<file path="src/rtl/audio_mixer_pkg.sv">
// Shared types, register map and helpers for the audio_mixer block.
// Volume scaling is compiled in only when AUDIO_MIXER_VOLUME_EN is defined.
package audio_mixer_pkg;

    typedef enum logic [2:0] {
        ST_IDLE  = 3'd0,
        ST_FETCH = 3'd1,
        ST_WAIT  = 3'd2,
        ST_ACC   = 3'd3,
        ST_OUT   = 3'd4
    } state_e;

    localparam logic [4:0] REG_CTRL     = 5'd0;
    localparam logic [4:0] REG_IRQ_STAT = 5'd1;
    localparam logic [4:0] REG_VOL_BASE = 5'd2;
    localparam logic [4:0] REG_END_BASE = 5'd10;

    localparam int LOOP_LSB    = 8;
    localparam int IRQ_OVR_BIT = 8;

    function automatic int unity_vol(input int vol_w);
        return 32'sd1 << (vol_w - 32'sd1);
    endfunction

endpackage

</file>
<file path="src/rtl/audio_mixer_regs.sv">
// Host register file: CTRL, IRQ_STAT (write-1-to-clear), END[ch] and, when
// AUDIO_MIXER_VOLUME_EN is defined, VOL[ch].
module audio_mixer_regs
    import audio_mixer_pkg::*;
#(
    parameter int NUM_CH = 4,
`ifdef AUDIO_MIXER_VOLUME_EN
    parameter int VOL_W  = 8,
`endif
    parameter int ADDR_W = 16
) (
    input  logic                          clk,
    input  logic                          resetn,
    input  logic                          wr_en,
    input  logic [4:0]                    address,
    input  logic [15:0]                   writedata,
    input  logic [NUM_CH-1:0]             done_set,
    input  logic                          overrun_set,
    output logic [NUM_CH-1:0]             play,
    output logic [NUM_CH-1:0]             loop,
    output logic [NUM_CH-1:0]             play_rise,
`ifdef AUDIO_MIXER_VOLUME_EN
    output logic [NUM_CH-1:0][VOL_W-1:0]  vol,
`endif
    output logic [NUM_CH-1:0][ADDR_W-1:0] end_addr,
    output logic                          irq
);

    logic [NUM_CH-1:0]             play_r;
    logic [NUM_CH-1:0]             loop_r;
    logic [NUM_CH-1:0]             done_r;
    logic                          ovr_r;
    logic                          irq_r;
    logic [NUM_CH-1:0][ADDR_W-1:0] end_r;
`ifdef AUDIO_MIXER_VOLUME_EN
    logic [NUM_CH-1:0][VOL_W-1:0]  vol_r;
`endif

    logic                          ctrl_wr_s;
    logic                          stat_wr_s;
    logic [NUM_CH-1:0]             play_next_s;
    logic [NUM_CH-1:0]             done_next_s;
    logic                          ovr_next_s;

    // Next-state decode: a host CTRL write overrides an end-of-sample clear,
    // and a status set overrides a simultaneous write-1-to-clear.
    always_comb begin
        ctrl_wr_s   = wr_en && (address == REG_CTRL);
        stat_wr_s   = wr_en && (address == REG_IRQ_STAT);
        play_next_s = ctrl_wr_s ? writedata[NUM_CH-1:0] : (play_r & ~done_set);
        play_rise_s_calc();
        done_next_s = (done_r & ~(stat_wr_s ? writedata[NUM_CH-1:0] : {NUM_CH{1'b0}})) | done_set;
        ovr_next_s  = (ovr_r & ~(stat_wr_s & writedata[IRQ_OVR_BIT])) | overrun_set;
    end

    function automatic void play_rise_s_calc();
        play_rise = ctrl_wr_s ? (writedata[NUM_CH-1:0] & ~play_r) : {NUM_CH{1'b0}};
    endfunction

    // Register storage; irq tracks the OR of the status bits it is loaded with.
    always_ff @(posedge clk or negedge resetn) begin
        if (!resetn) begin
            play_r <= {NUM_CH{1'b0}};
            loop_r <= {NUM_CH{1'b0}};
            done_r <= {NUM_CH{1'b0}};
            ovr_r  <= 1'b0;
            irq_r  <= 1'b0;
            for (int i = 0; i < NUM_CH; i++) begin
                end_r[i] <= {ADDR_W{1'b0}};
`ifdef AUDIO_MIXER_VOLUME_EN
                vol_r[i] <= VOL_W'(unity_vol(VOL_W));
`endif
            end
        end else begin
            play_r <= play_next_s;
            done_r <= done_next_s;
            ovr_r  <= ovr_next_s;
            irq_r  <= (|done_next_s) | ovr_next_s;
            if (ctrl_wr_s) begin
                loop_r <= writedata[LOOP_LSB +: NUM_CH];
            end
            for (int i = 0; i < NUM_CH; i++) begin
                if (wr_en && (address == REG_END_BASE + 5'(i))) begin
                    end_r[i] <= ADDR_W'(writedata);
                end
`ifdef AUDIO_MIXER_VOLUME_EN
                if (wr_en && (address == REG_VOL_BASE + 5'(i))) begin
                    vol_r[i] <= VOL_W'(writedata);
                end
`endif
            end
        end
    end

    assign play     = play_r;
    assign loop     = loop_r;
    assign end_addr = end_r;
    assign irq      = irq_r;
`ifdef AUDIO_MIXER_VOLUME_EN
    assign vol      = vol_r;
`endif

endmodule

</file>
<file path="src/rtl/audio_mixer.sv">
// Multi-channel sample mixer: fetches one ROM word per channel per codec request,
// scales (AUDIO_MIXER_VOLUME_EN), accumulates, saturates and presents the mix.
module audio_mixer
    import audio_mixer_pkg::*;
#(
    parameter int  NUM_CH   = 4,
    parameter int  SAMPLE_W = 16,
    parameter int  ADDR_W   = 16,
    parameter int  VOL_W    = 8,
    localparam int SEL_W    = (NUM_CH > 1) ? $clog2(NUM_CH) : 1
) (
    input  logic                       clk,
    input  logic                       resetn,
    input  logic                       chipselect,
    input  logic                       write,
    input  logic [4:0]                 address,
    input  logic [15:0]                writedata,
    output logic                       irq,
    input  logic                       sample_req,
    output logic signed [SAMPLE_W-1:0] audio_output,
    output logic [SEL_W-1:0]           rom_sel,
    output logic [ADDR_W-1:0]          rom_addr,
    input  logic signed [SAMPLE_W-1:0] rom_data
);

    localparam int ACC_W = SAMPLE_W + VOL_W + $clog2(NUM_CH) + 1;

    state_e                        state_r;
    logic [SEL_W-1:0]              ch_r;
    logic signed [ACC_W-1:0]       acc_r;
    logic signed [SAMPLE_W-1:0]    sample_r;
    logic [ADDR_W-1:0]             ptr_r      [NUM_CH];
    logic [ADDR_W-1:0]             ptr_next_s [NUM_CH];

    logic [NUM_CH-1:0]             play_s;
    logic [NUM_CH-1:0]             loop_s;
    logic [NUM_CH-1:0]             play_rise_s;
    logic [NUM_CH-1:0]             done_s;
    logic [NUM_CH-1:0][ADDR_W-1:0] end_s;
    logic                          wr_en_s;
    logic                          overrun_s;
    logic                          last_ch_s;
    logic                          cur_play_s;
    logic [SEL_W-1:0]              next_ch_s;
    logic signed [ACC_W-1:0]       scaled_s;
    logic signed [SAMPLE_W-1:0]    sat_s;
    logic [ACC_W-SAMPLE_W:0]       acc_hi_s;
`ifdef AUDIO_MIXER_VOLUME_EN
    localparam int PROD_W = SAMPLE_W + VOL_W + 1;
    logic [NUM_CH-1:0][VOL_W-1:0]  vol_s;
    logic signed [PROD_W-1:0]      prod_s;
`endif

    assign wr_en_s   = chipselect && write;
    assign overrun_s = sample_req && (state_r != ST_IDLE);

    audio_mixer_regs #(
        .NUM_CH (NUM_CH),
`ifdef AUDIO_MIXER_VOLUME_EN
        .VOL_W  (VOL_W),
`endif
        .ADDR_W (ADDR_W)
    ) u_regs (
        .clk         (clk),
        .resetn      (resetn),
        .wr_en       (wr_en_s),
        .address     (address),
        .writedata   (writedata),
        .done_set    (done_s),
        .overrun_set (overrun_s),
        .play        (play_s),
        .loop        (loop_s),
        .play_rise   (play_rise_s),
`ifdef AUDIO_MIXER_VOLUME_EN
        .vol         (vol_s),
`endif
        .end_addr    (end_s),
        .irq         (irq)
    );

    // Per-channel contribution and output saturation.
    always_comb begin
        cur_play_s = play_s[ch_r];
        last_ch_s  = (ch_r == SEL_W'(NUM_CH - 1));
        next_ch_s  = ch_r + SEL_W'(1'b1);
`ifdef AUDIO_MIXER_VOLUME_EN
        prod_s     = PROD_W'(sample_r) * $signed(PROD_W'(vol_s[ch_r]));
        scaled_s   = ACC_W'(prod_s >>> (VOL_W - 1));
`else
        scaled_s   = ACC_W'(sample_r);
`endif
        acc_hi_s   = acc_r[ACC_W-1:SAMPLE_W-1];
        if ((&acc_hi_s) || !(|acc_hi_s)) begin
            sat_s = acc_r[SAMPLE_W-1:0];
        end else if (acc_r[ACC_W-1]) begin
            sat_s = {1'b1, {(SAMPLE_W-1){1'b0}}};
        end else begin
            sat_s = {1'b0, {(SAMPLE_W-1){1'b1}}};
        end
    end

    // Read-pointer advance; a host play 0->1 rewinds the channel to address 0.
    always_comb begin
        for (int i = 0; i < NUM_CH; i++) begin
            ptr_next_s[i] = ptr_r[i];
            done_s[i]     = 1'b0;
            if (play_rise_s[i]) begin
                ptr_next_s[i] = {ADDR_W{1'b0}};
            end else if ((state_r == ST_ACC) && (ch_r == SEL_W'(i)) && play_s[i]) begin
                if (ptr_r[i] != end_s[i]) begin
                    ptr_next_s[i] = ptr_r[i] + ADDR_W'(1'b1);
                end else if (loop_s[i]) begin
                    ptr_next_s[i] = {ADDR_W{1'b0}};
                end else begin
                    done_s[i] = 1'b1;
                end
            end else begin
                ptr_next_s[i] = ptr_r[i];
            end
        end
    end

    // Pointer storage.
    always_ff @(posedge clk or negedge resetn) begin
        if (!resetn) begin
            for (int i = 0; i < NUM_CH; i++) begin
                ptr_r[i] <= {ADDR_W{1'b0}};
            end
        end else begin
            for (int i = 0; i < NUM_CH; i++) begin
                ptr_r[i] <= ptr_next_s[i];
            end
        end
    end

    // Mix sequencer; ROM select/address are loaded on entry to FETCH and held otherwise.
    always_ff @(posedge clk or negedge resetn) begin
        if (!resetn) begin
            state_r      <= ST_IDLE;
            ch_r         <= {SEL_W{1'b0}};
            acc_r        <= {ACC_W{1'b0}};
            sample_r     <= {SAMPLE_W{1'b0}};
            audio_output <= {SAMPLE_W{1'b0}};
            rom_sel      <= {SEL_W{1'b0}};
            rom_addr     <= {ADDR_W{1'b0}};
        end else begin
            case (state_r)
                ST_IDLE: begin
                    if (sample_req) begin
                        acc_r    <= {ACC_W{1'b0}};
                        ch_r     <= {SEL_W{1'b0}};
                        rom_sel  <= {SEL_W{1'b0}};
                        rom_addr <= ptr_next_s[0];
                        state_r  <= ST_FETCH;
                    end
                end
                ST_FETCH: begin
                    state_r <= ST_WAIT;
                end
                ST_WAIT: begin
                    sample_r <= rom_data;
                    state_r  <= ST_ACC;
                end
                ST_ACC: begin
                    if (cur_play_s) begin
                        acc_r <= acc_r + scaled_s;
                    end
                    if (last_ch_s) begin
                        state_r <= ST_OUT;
                    end else begin
                        ch_r     <= next_ch_s;
                        rom_sel  <= next_ch_s;
                        rom_addr <= ptr_next_s[next_ch_s];
                        state_r  <= ST_FETCH;
                    end
                end
                ST_OUT: begin
                    audio_output <= sat_s;
                    state_r      <= ST_IDLE;
                end
                default: begin
                    state_r <= ST_IDLE;
                end
            endcase
        end
    end

endmodule

</file>
<file path="config.mk">
export PLATFORM = sky130hd
export DESIGN_NAME = audio_mixer
export DESIGN_NICKNAME = d
export VERILOG_FILES = /design/src/rtl/audio_mixer_pkg.sv /design/src/rtl/audio_mixer_regs.sv /design/src/rtl/audio_mixer.sv
export SDC_FILE = /design/constraint.sdc
export NUM_CORES = 1
export LEC_CHECK = 0
export CORE_MARGIN = 2
export CORE_UTILIZATION = 50
export DETAILED_ROUTE_END_ITERATION = 12
export GPL_ROUTABILITY_DRIVEN = 0
export GPL_TIMING_DRIVEN = 0
export PLACE_DENSITY = 0.74
export SLEW_MARGIN = 20
export SYNTH_ARGS = -nofsm -noshare
export SYNTH_HDL_FRONTEND = slang
export SYNTH_HIERARCHICAL = 1
export SYNTH_SLANG_ARGS = --single-unit
export TNS_END_PERCENT = 30
</file>
<file path="constraint.sdc">
create_clock -name clk -period 2.6 [get_ports clk]
set_input_delay 0.26 -clock clk [delete_from_list [all_inputs] [get_ports clk]]
set_output_delay 0.26 -clock clk [all_outputs]
set_load 0.005 [all_outputs]
</file>
Word-level counts from Yosys, hierarchy flattened
Index checks and enable logic that the tools add are counted.

Add/sub/neg operators: 6. Multiply operators: 0. Div/mod/pow operators: 0. Magnitude comparators: 2. Eq/ne operators: 19. Shift-type cells: 0. Mux-type cells: 54. Bitwise operators: 13. Reductions and logical operators: 28.

Operators by type and width (count): $mux W16 (22); $add A16 B1 Y16 const B (4); $ne A16 B16 Y1 (4); $mux W27 (2); $pmux W27 S2 (1); $bmux W16 S2 (1); $pmux W16 S2 (1); $add A27 B16 Y27 (1); $eq A5 B4 Y1 const B (4); $mux W1 (17); $logic_and A1 B1 Y1 (16); $and A4 B4 Y4 (3); $mux W4 (3); $not A4 Y4 (3); $pmux W3 S4 (1); $reduce_and A12 Y1 (1); $reduce_or A12 Y1 (1); $eq A3 B2 Y1 const B (2); $mux W3 (2); $ne A2 B2 Y1 const B (3); $reduce_and A3 Y1 (2); $eq A5 B1 Y1 const B (1); $logic_not A5 Y1 (1); $eq A2 B2 Y1 const B (2); 21 further kinds (24).

Bits in registers: 222. Bits in latches: 0. Memory bits (writable): 0. ROM bits: 0. Input bits: 42. Memories: 0.

Longest topological paths before layout
Gate-level depths: netlist of run 1.

Word-level depth: 10. Depth in mapped cells: 13. Depth with buffers taken out: 12.

Cells and area by module
The synthesis of run 1 kept the hierarchy.

Modules (own cells, without submodules): audio_mixer (instances 1, cells an instance 1108, area an instance 9557.9 um2, seq. area each 3603.5 um2); audio_mixer_regs (instances 1, cells an instance 193, area an instance 2999.1 um2, seq. area each 1951.9 um2).

Worst setup path before layout of run 1
Ideal clock, no wire load.

Kind: input-to-reg. From: in chipselect. To: reg u_regs.irq_r, in the netlist u_regs/irq. Setup time: 131 ps. Arrival: 2892 ps. Required time: 2469 ps. Setup slack: -423 ps. Stages: 12. Buffers on the path: 3. Path through: and2_1 nor4b_4 nand2_1 clkbuf_1 nor3b_1 clkbuf_1 clkbuf_1 nor3_1 inv_1 a41oi_1 or3_1 or3_1.

Elaborated cells on any way between the ends: 18. Those cells by class: mux (6); bitwise (8); reduce/logical (4).

RTL lines: start, declared (RTL line audio_mixer.sv:14) `input logic chipselect,`; $logic_and A1 B1 Y1 (RTL line audio_mixer.sv:54) `assign wr_en_s = chipselect && write;`; $logic_and A1 B1 Y1 (RTL line audio_mixer_regs.sv:48) `ctrl_wr_s = wr_en && (address == REG_CTRL);`; $mux W4 (RTL line audio_mixer_regs.sv:57) `play_rise = ctrl_wr_s ? (writedata[NUM_CH-1:0] & ~play_r) : {NUM_CH{1'b0}};`; named net play_rise_s[0] (RTL line audio_mixer.sv:37) `logic [NUM_CH-1:0] play_rise_s;`; $mux W1 (RTL line audio_mixer.sv:107) `if (play_rise_s[i]) begin`; named net done_s[0] (RTL line audio_mixer.sv:38) `logic [NUM_CH-1:0] done_s;`; $or A4 B4 Y4 (RTL line audio_mixer_regs.sv:52) `done_next_s = (done_r & ~(stat_wr_s ? writedata[NUM_CH-1:0] : {NUM_CH{1'b0}})) | done_set;`; named net u_regs.done_next_s[0] (RTL line audio_mixer_regs.sv:42) `logic [NUM_CH-1:0] done_next_s;`; $reduce_or A4 Y1 (RTL line audio_mixer_regs.sv:78) `irq_r <= (|done_next_s) | ovr_next_s;`; $or A1 B1 Y1 (RTL line audio_mixer_regs.sv:78); end signal, assigned (RTL line audio_mixer_regs.sv:78); end, declared (RTL line audio_mixer_regs.sv:33) `logic irq_r;`.

The timed path passes the listed nets, and every way through them passes these cells. A chain may end at the register's enable or synchronous reset.

==> reports/metrics.yaml, run 1 <==
outcome: "finished, final reports clean"
die_area_sq_mm: 0.02640
clk_pin_slew_ns: 0.06
synth_top_area_cell: "dfrtp_1"
max_freq_ghz: 0.3847
cts_sinks: 222
rsz0062_at_grt: "yes"
pwr-share-clk: 0.243
fin_crit_ns: 2.599
nets: 1521
layout-drive-gt1-share: 0.2491
ir_worst_vdd_v: 0.0006522
fin_crit_sh: 0.9998
syn-num-nets: 1378
rows: 57
p_switching_uw: 6030
antenna_found_initial: 2
drt-initial-drc-count: 1190
grt_max_degree: 98
viasPerCell: 6.181
dp_hpwl_mm: 25.46
fin_cells: 1786
core_sq_mm: 0.02446
htreeDepth: 1
netlist_area_sq_mm: 0.01256
leakagePower_uw: 0.006690
yosysWarnings: 6
hp-class: "in -> async"
ant_nets: 0
netlist.area_leader.share: 0.4424
grt_pass1_vias: 10627
grt_pass1_wl_mm: 57.80
layout_commonest_cell: "dfrtp_1"
synth-edff-count: 0
synthSimpleGateAreaFrac: 0.1782
wl_per_cell_microns: 20.97
postLayoutSetupSlackWorst_ns: 0.0006168
die_h_microns: 162.5
critPathRequiredTime_ns: 3.00
arrival_ns: 3.00
setup.worst_path.end_class: "flip-flop"
cp_max_fo: 6
area_growth_pct: 25.84
clk_latency_ns: 0.53
synth_top_family_by_area: "simple AND/OR/NAND/NOR gates"
swShare: 0.3796
initial_utilization: 0.5133
internal_power_uw: 9856
cts_tree: "yes"
clock-skew-final_ns: 0.009753
synth-xor-area-share: 0.06068
placed_cells: 1703
synth_mux_area_frac: 0.09426
drc: 0
power.share.sequential: 0.310
io_buffer_count: 76
final_cell_mix: "200 x dfrtp_1, 114 x nand2_1, 113 x nor2_1"
power_frac_comb: 0.447
yosysSeqAreaShare: 0.4424
vias: 11040
drv_cap: 0
relSlewSlack: 0.5297
clk_path_buf_depth: 3
synth_compound_area_frac: 0.1570
hold_violations: 0
async_flop_share: 1.000
wirelength_mm: 37.45
cts_made_buffers: 26
grt_remaining_overflow: 0
synthDistinctLibCells: 81
path_class: "reg -> reg"
crit_path_start_kind: "flip-flop"
die_w_microns: 162.5
syn_inst: 1301
setup_viol: 0
ios: 77
post_synth.cell_area_avg_sq_um: 9.652
ys_ff_latch: 222
finalMaxSlewViolations: 0
cts-root-buf: "clkbuf_16"
dp_slack_ns: -1.274
worstMarginPinSlew_ns: 0.7013
powerDensity_mw_per_mm2: 1005
ys_top_cells_by_area: "dfrtp_1 44%, mux2_2 7.5%, xnor2_1 5.4%"
synthFlopType: "dfrtp_1"
synthAdderAreaFrac: 0.03547
grt_util_all_layers: 0.2779
first_pass_iters: 5
[power by group through the flow]
stage | Sequential (uW) | Clock [uW] | Combinational, uW
CTS | 4860 | 3890 | 6490
floorplan | 4730 | 0 | 4490
global route | 5020 | 4040 | 7750
finish | 4920 | 3870 | 7100
detailed placement | 4930 | 0 | 6130
global placement | 4900 | 0 | 5980
[per-layer routing]
metal / share of wire / GRT usage / vias to the layer above
li1: - / - / 4981
met1: 0.41 / 0.3856 / 5371
met2: 0.46 / 0.4437 / 589
met3: 0.087 / 0.03947 / 97
met4: 0.043 / 0.1078 / 2
met5: 0.00024 / 0 / -
[final timing paths]
path,start,endpoint,slack [ns],cells after the start
max,ptr_r[1]$_DFF_PN0_,rom_addr[14]$_DFFE_PN0P_,0.0006,11
min,resetn,u_regs/end_addr[5]$_DFFE_PN0P_,0.18,2
max reg2reg,ptr_r[1]$_DFF_PN0_,rom_addr[14]$_DFFE_PN0P_,0.0006,11
min reg2reg,audio_output[8]$_DFFE_PN0N_,audio_output[8]$_DFFE_PN0N_,0.48,2
max in group asynchronous,resetn,sample_r[15]$_DFFE_PN0P_,1.24,4
min in group clk,rom_data[1],sample_r[1]$_DFFE_PN0P_,0.28,3
[worst max-delay path: stages, from the launching register on]
cell and delay [ns]:
dfrtp_1 0.42, ha_1 0.23, and3_1 0.22, and3_1 0.18, clkbuf_1 0.23, nand4_1 0.17
mux2i_1 0.19, a2bb2oi_1 0.18, nor2_1 0.07, and2_1 0.15, a211oi_1 0.33, a211oi_1 0.10
[flip-flops by register name (all words and copies together), names as in the netlist, 2 cells and up]
register / cells
acc_r: 27
u_regs/play: 4
u_regs/loop: 4
rom_addr: 16
sample_r: 16
state_r: 3
u_regs/done_r: 4
ch_r: 2
audio_output: 16
u_regs/end_addr: 64
ptr_r: 64
[synth_stat cells, types with 4 or more instances]
cell / instances
nor3_1: 34
nand2_1: 115
nor2_1: 131
nand4_1: 29
nor4_1: 5
dfrtp_1: 222
a2bb2oi_1: 9
nor2b_1: 8
inv_1: 27
o31ai_1: 9
o22ai_1: 13
and4_1: 8
and3_1: 10
o21ai_0: 81
a211oi_1: 4
a21o_1: 22
a21oi_1: 109
mux2_2: 84
ha_1: 34
clkbuf_1: 46
o21ai_1: 10
nand3_1: 43
a22oi_1: 6
o221ai_1: 7
nor4_4: 4
nor3b_1: 6
mux2i_1: 17
and2_1: 4
xnor2_1: 77
buf_2: 15
xor2_1: 10
nand3b_1: 4
or3_1: 5
nand2b_1: 7
a31oi_1: 7
or4_1: 7
[metrics by stage]
stage          total power, uW  hold WS (ns)  cell area, sq um   TNS, ns    util
2_1_floorplan             9219      -0.03559             12640  -0.06116       -
3_3_place_gp             10880        0.4521             13800  -1823.77  0.5643
3_5_place_dp             11060        0.1451             13860    -37.39  0.5667
4_1_cts                  15240        0.1818             15200  -0.08013  0.6212
5_1_grt                  16810        0.2157             15800   -0.8983  0.6458
6_report                 15890        0.1776             15800         0  0.6460
[logic make-up after synthesis]
family,Yosys count
simple gates,443
compound gates,316
flops,222
mux,104
buf+inv,94
xor+xnor,87
fa+ha+maj,35
[cell type report]
cell class | count | area [sq um]
fill | 1917 | 8661
multi-input combinational | 985 | 7229
sequential | 222 | 5583
timing repair buffer | 127 | 1211
clock buffer | 37 | 763.2
tap | 324 | 405.4
buffer | 55 | 365.4
clock inverter | 8 | 140.1
inverter | 27 | 101.3
antenna | 1 | 2.502
[repair_timing]
| action | 4_1_cts | 5_1_grt |
|---|---|---|
| setup buffers | 29 | 19 |
| gates resized for setup | 57 | 130 |
| hold buffers | 1 | 0 |
| hold endpoints to repair | 45 | 0 |
| pin swaps | 21 | 38 |
| setup endpoints to repair | 44 | 36 |
Power figures use the tool's default switching activity.
==> inputs of run 2 (changes only) <==
CTS_CLUSTER_SIZE = 28   (was unset)
==> results of run 2 <==
Same layout as run 1: the final DEF is identical, and so are final timing and power.
==> inputs of run 3 (changes only) <==
CORE_UTILIZATION = 54   (was 50)
PLACE_DENSITY = 0.78   (was 0.74)
TNS_END_PERCENT = 10   (was 30)
==> run 3 against run 2 <==
Compared with the run above:
- the flow now finishes with violations (setup timing)
- cell area down 3.0%
- worst setup slack worse by 0.065 ns
- critical endpoint is now rom_addr[11]$_DFFE_PN0P_
- core utilization up 2.9 points
- die area down 7.2%
- global-route usage up 1.7 points
- sequential cell count unchanged
- highest routed layer is now met4
- clock power down 8.3%
- critical path type unchanged
==> reports/metrics.yaml, run 3 (synthesis gave the netlist of run 1 again) <==
grt_util_all_layers: 0.2949
critical-path-slowest-cell: "dfrtp_1"
ant_nets: 0
clk_latency_ns: 0.52
crit_path_start_kind: "flip-flop"
worstMarginPinSlew_ns: 0.6638
final_core_util: 0.6746
worstReg2RegStart: "ch_r[1]$_DFFE_PN0P_"
drc: 0
clk_path_buf_depth: 3
rsz0062_at_grt: "yes"
vias: 10866
setup.worst_path.end_class: "flip-flop"
powerDensity_mw_per_mm2: 1005
cp_max_fo: 8
postLayoutSetupSlackWorst_ns: -0.06446
critPathMaxStageDelay_ns: 0.51
swShare: 0.3848
reg2reg_to: "rom_addr[11]$_DFFE_PN0P_"
die_area_sq_mm: 0.02449
layout-drive-gt1-share: 0.2130
ios: 77
fin_cells: 1731
antenna_cells: 0
violations: "setup timing"
die_w_microns: 156.5
max_freq_ghz: 0.3753
hp-class: "in -> async"
relSlewSlack: 0.5555
crit_family: "simple AND/OR/NAND/NOR gates"
fin_crit_sh: 1.025
initial_utilization: 0.5529
core_sq_mm: 0.02271
area_growth_pct: 22.00
layout_commonest_cell: "dfrtp_1"
wl_per_cell_microns: 20.84
viasPerCell: 6.277
grt_pass1_vias: 10388
cts-root-buf: "clkbuf_16"
p_switching_uw: 5924
drt-initial-drc-count: 1055
internal_power_uw: 9472
cts_sinks: 222
grt_remaining_overflow: 0
cts_made_buffers: 25
dp_hpwl_mm: 25.26
io_buffer_count: 76
placed_cells: 1664
outcome: "complete, but fails checks"
setup_viol: 3
first_pass_iters: 7
wirelength_mm: 36.07
power_frac_comb: 0.450
ir_worst_vdd_v: 0.0006809
die_h_microns: 156.5
hold_violations: 0
antenna_found_initial: 1
critPathRequiredTime_ns: 3.02
clock-skew-final_ns: 0.01530
htreeDepth: 1
fin_crit_ns: 2.664
final_cell_mix: "218 x dfrtp_1, 122 x nor2_1, 114 x nand2_1"
arrival_ns: 3.08
path_cells: "ha_1 -> nand3_4 -> or2_4 -> buf_4 -> or4_1 -> nand2_1 -> o22ai_1 -> o41ai_2"
worstRegToRegCells: 8
nets: 1507
crit_buf_inv: 1
path_class: "reg -> reg"
rrSetupSlack_ns: -0.06
grt_pass1_wl_mm: 56.70
finalMaxSlewViolations: 0
pwr-share-clk: 0.230
grt_max_degree: 97
cts_tree: "yes"
leakagePower_uw: 0.006529
power.share.sequential: 0.319
rows: 55
drv_cap: 0
clk_pin_slew_ns: 0.06
==> run 3: changes by cell type in the layout (fill, tap and decap cells not counted), moves of 4 or more <==
cell             change
dfrtp_1             +18
dfrtp_2             -18
buf_4               -16
nor2_1               +9
clkbuf_2             +8
nor2_2               -8
xnor2_1              +8
xnor2_2              -8
clkbuf_8             -4
clkdlybuf4s50_1      +4
dlymetal6s2s_1       -4
==> run 3: what timing repair did <==
action,CTS,global route
setup endpoints to repair,44,37
pin swaps,16,26
buffers inserted,21,11
hold endpoints to repair,60,0
hold buffers,1,0
gates resized for setup,54,81
==> run 3: layout make-up <==
| class | count | area, sq um |
|---|---|---|
| plain buffers | 58 | 359.1 |
| well taps | 285 | 356.6 |
| clock buffers | 31 | 678.2 |
| fillers | 1713 | 7390 |
| repair buffers | 111 | 1074 |
| inverters | 27 | 101.3 |
| clock inverters | 12 | 141.4 |
| multi-input cells | 985 | 7049 |
| flip-flops and latches | 222 | 5560 |
==> run 3: stage by stage <==
stage	setup slack (ns)	hold slack, ns	total power, uW	cell area [sq um]	setup TNS (ns)
after global routing	-0.1693	0.3198	16330	15320	-1.535
after global placement	-8.123	0.4517	10890	13750	-1837.31
final	-0.06446	0.2539	15400	15320	-0.1203
after detailed placement	-1.332	0.2280	11120	13820	-39.33
after floorplan	-0.06116	-0.03559	9219	12640	-0.09150
after CTS	-0.03376	0.2840	14940	14980	-0.05513
==> run 3: power groups by stage <==
stage / Clock, uW / Combinational (uW) / Sequential, uW
finish: 3550 / 6930 / 4920
global route: 3740 / 7600 / 4990
CTS: 3600 / 6490 / 4850
detailed placement: 0 / 6190 / 4930
global placement: 0 / 5990 / 4900
floorplan: 0 / 4490 / 4730
==> run 3: routing by layer <==
metal,global-route usage,part of all wire,vias up
li1,-,-,4958
met1,0.4064,0.41,5250
met2,0.4663,0.46,557
met3,0.04763,0.087,101
met4,0.1219,0.046,0
met5,0,0,-
==> run 3: worst max path at each step <==
stage                           startpoint                        to  cells after the start
floorplan                       chipselect      u_regs/irq$_DFF_PN0_                     12
global placement                    resetn  sample_r[10]$_DFFE_PN0P_                      1
detailed placement              address[2]   rom_addr[3]$_DFFE_PN0P_                     13
CTS                   acc_r[0]$_DFFE_PN0P_     acc_r[20]$_DFFE_PN0P_                     12
global route        state_r[2]$_DFFE_PN0N_  rom_addr[11]$_DFFE_PN0P_                     10
finish                 ch_r[1]$_DFFE_PN0P_  rom_addr[11]$_DFFE_PN0P_                      8
==> run 3: worst register-to-register path, stage by stage (launching register included) <==
cell and delay (ns):
dfrtp_1 0.51, ha_1 0.41, nand3_4 0.20, or2_4 0.29
buf_4 0.15, or4_1 0.45, nand2_1 0.10, o22ai_1 0.13
o41ai_2 0.33
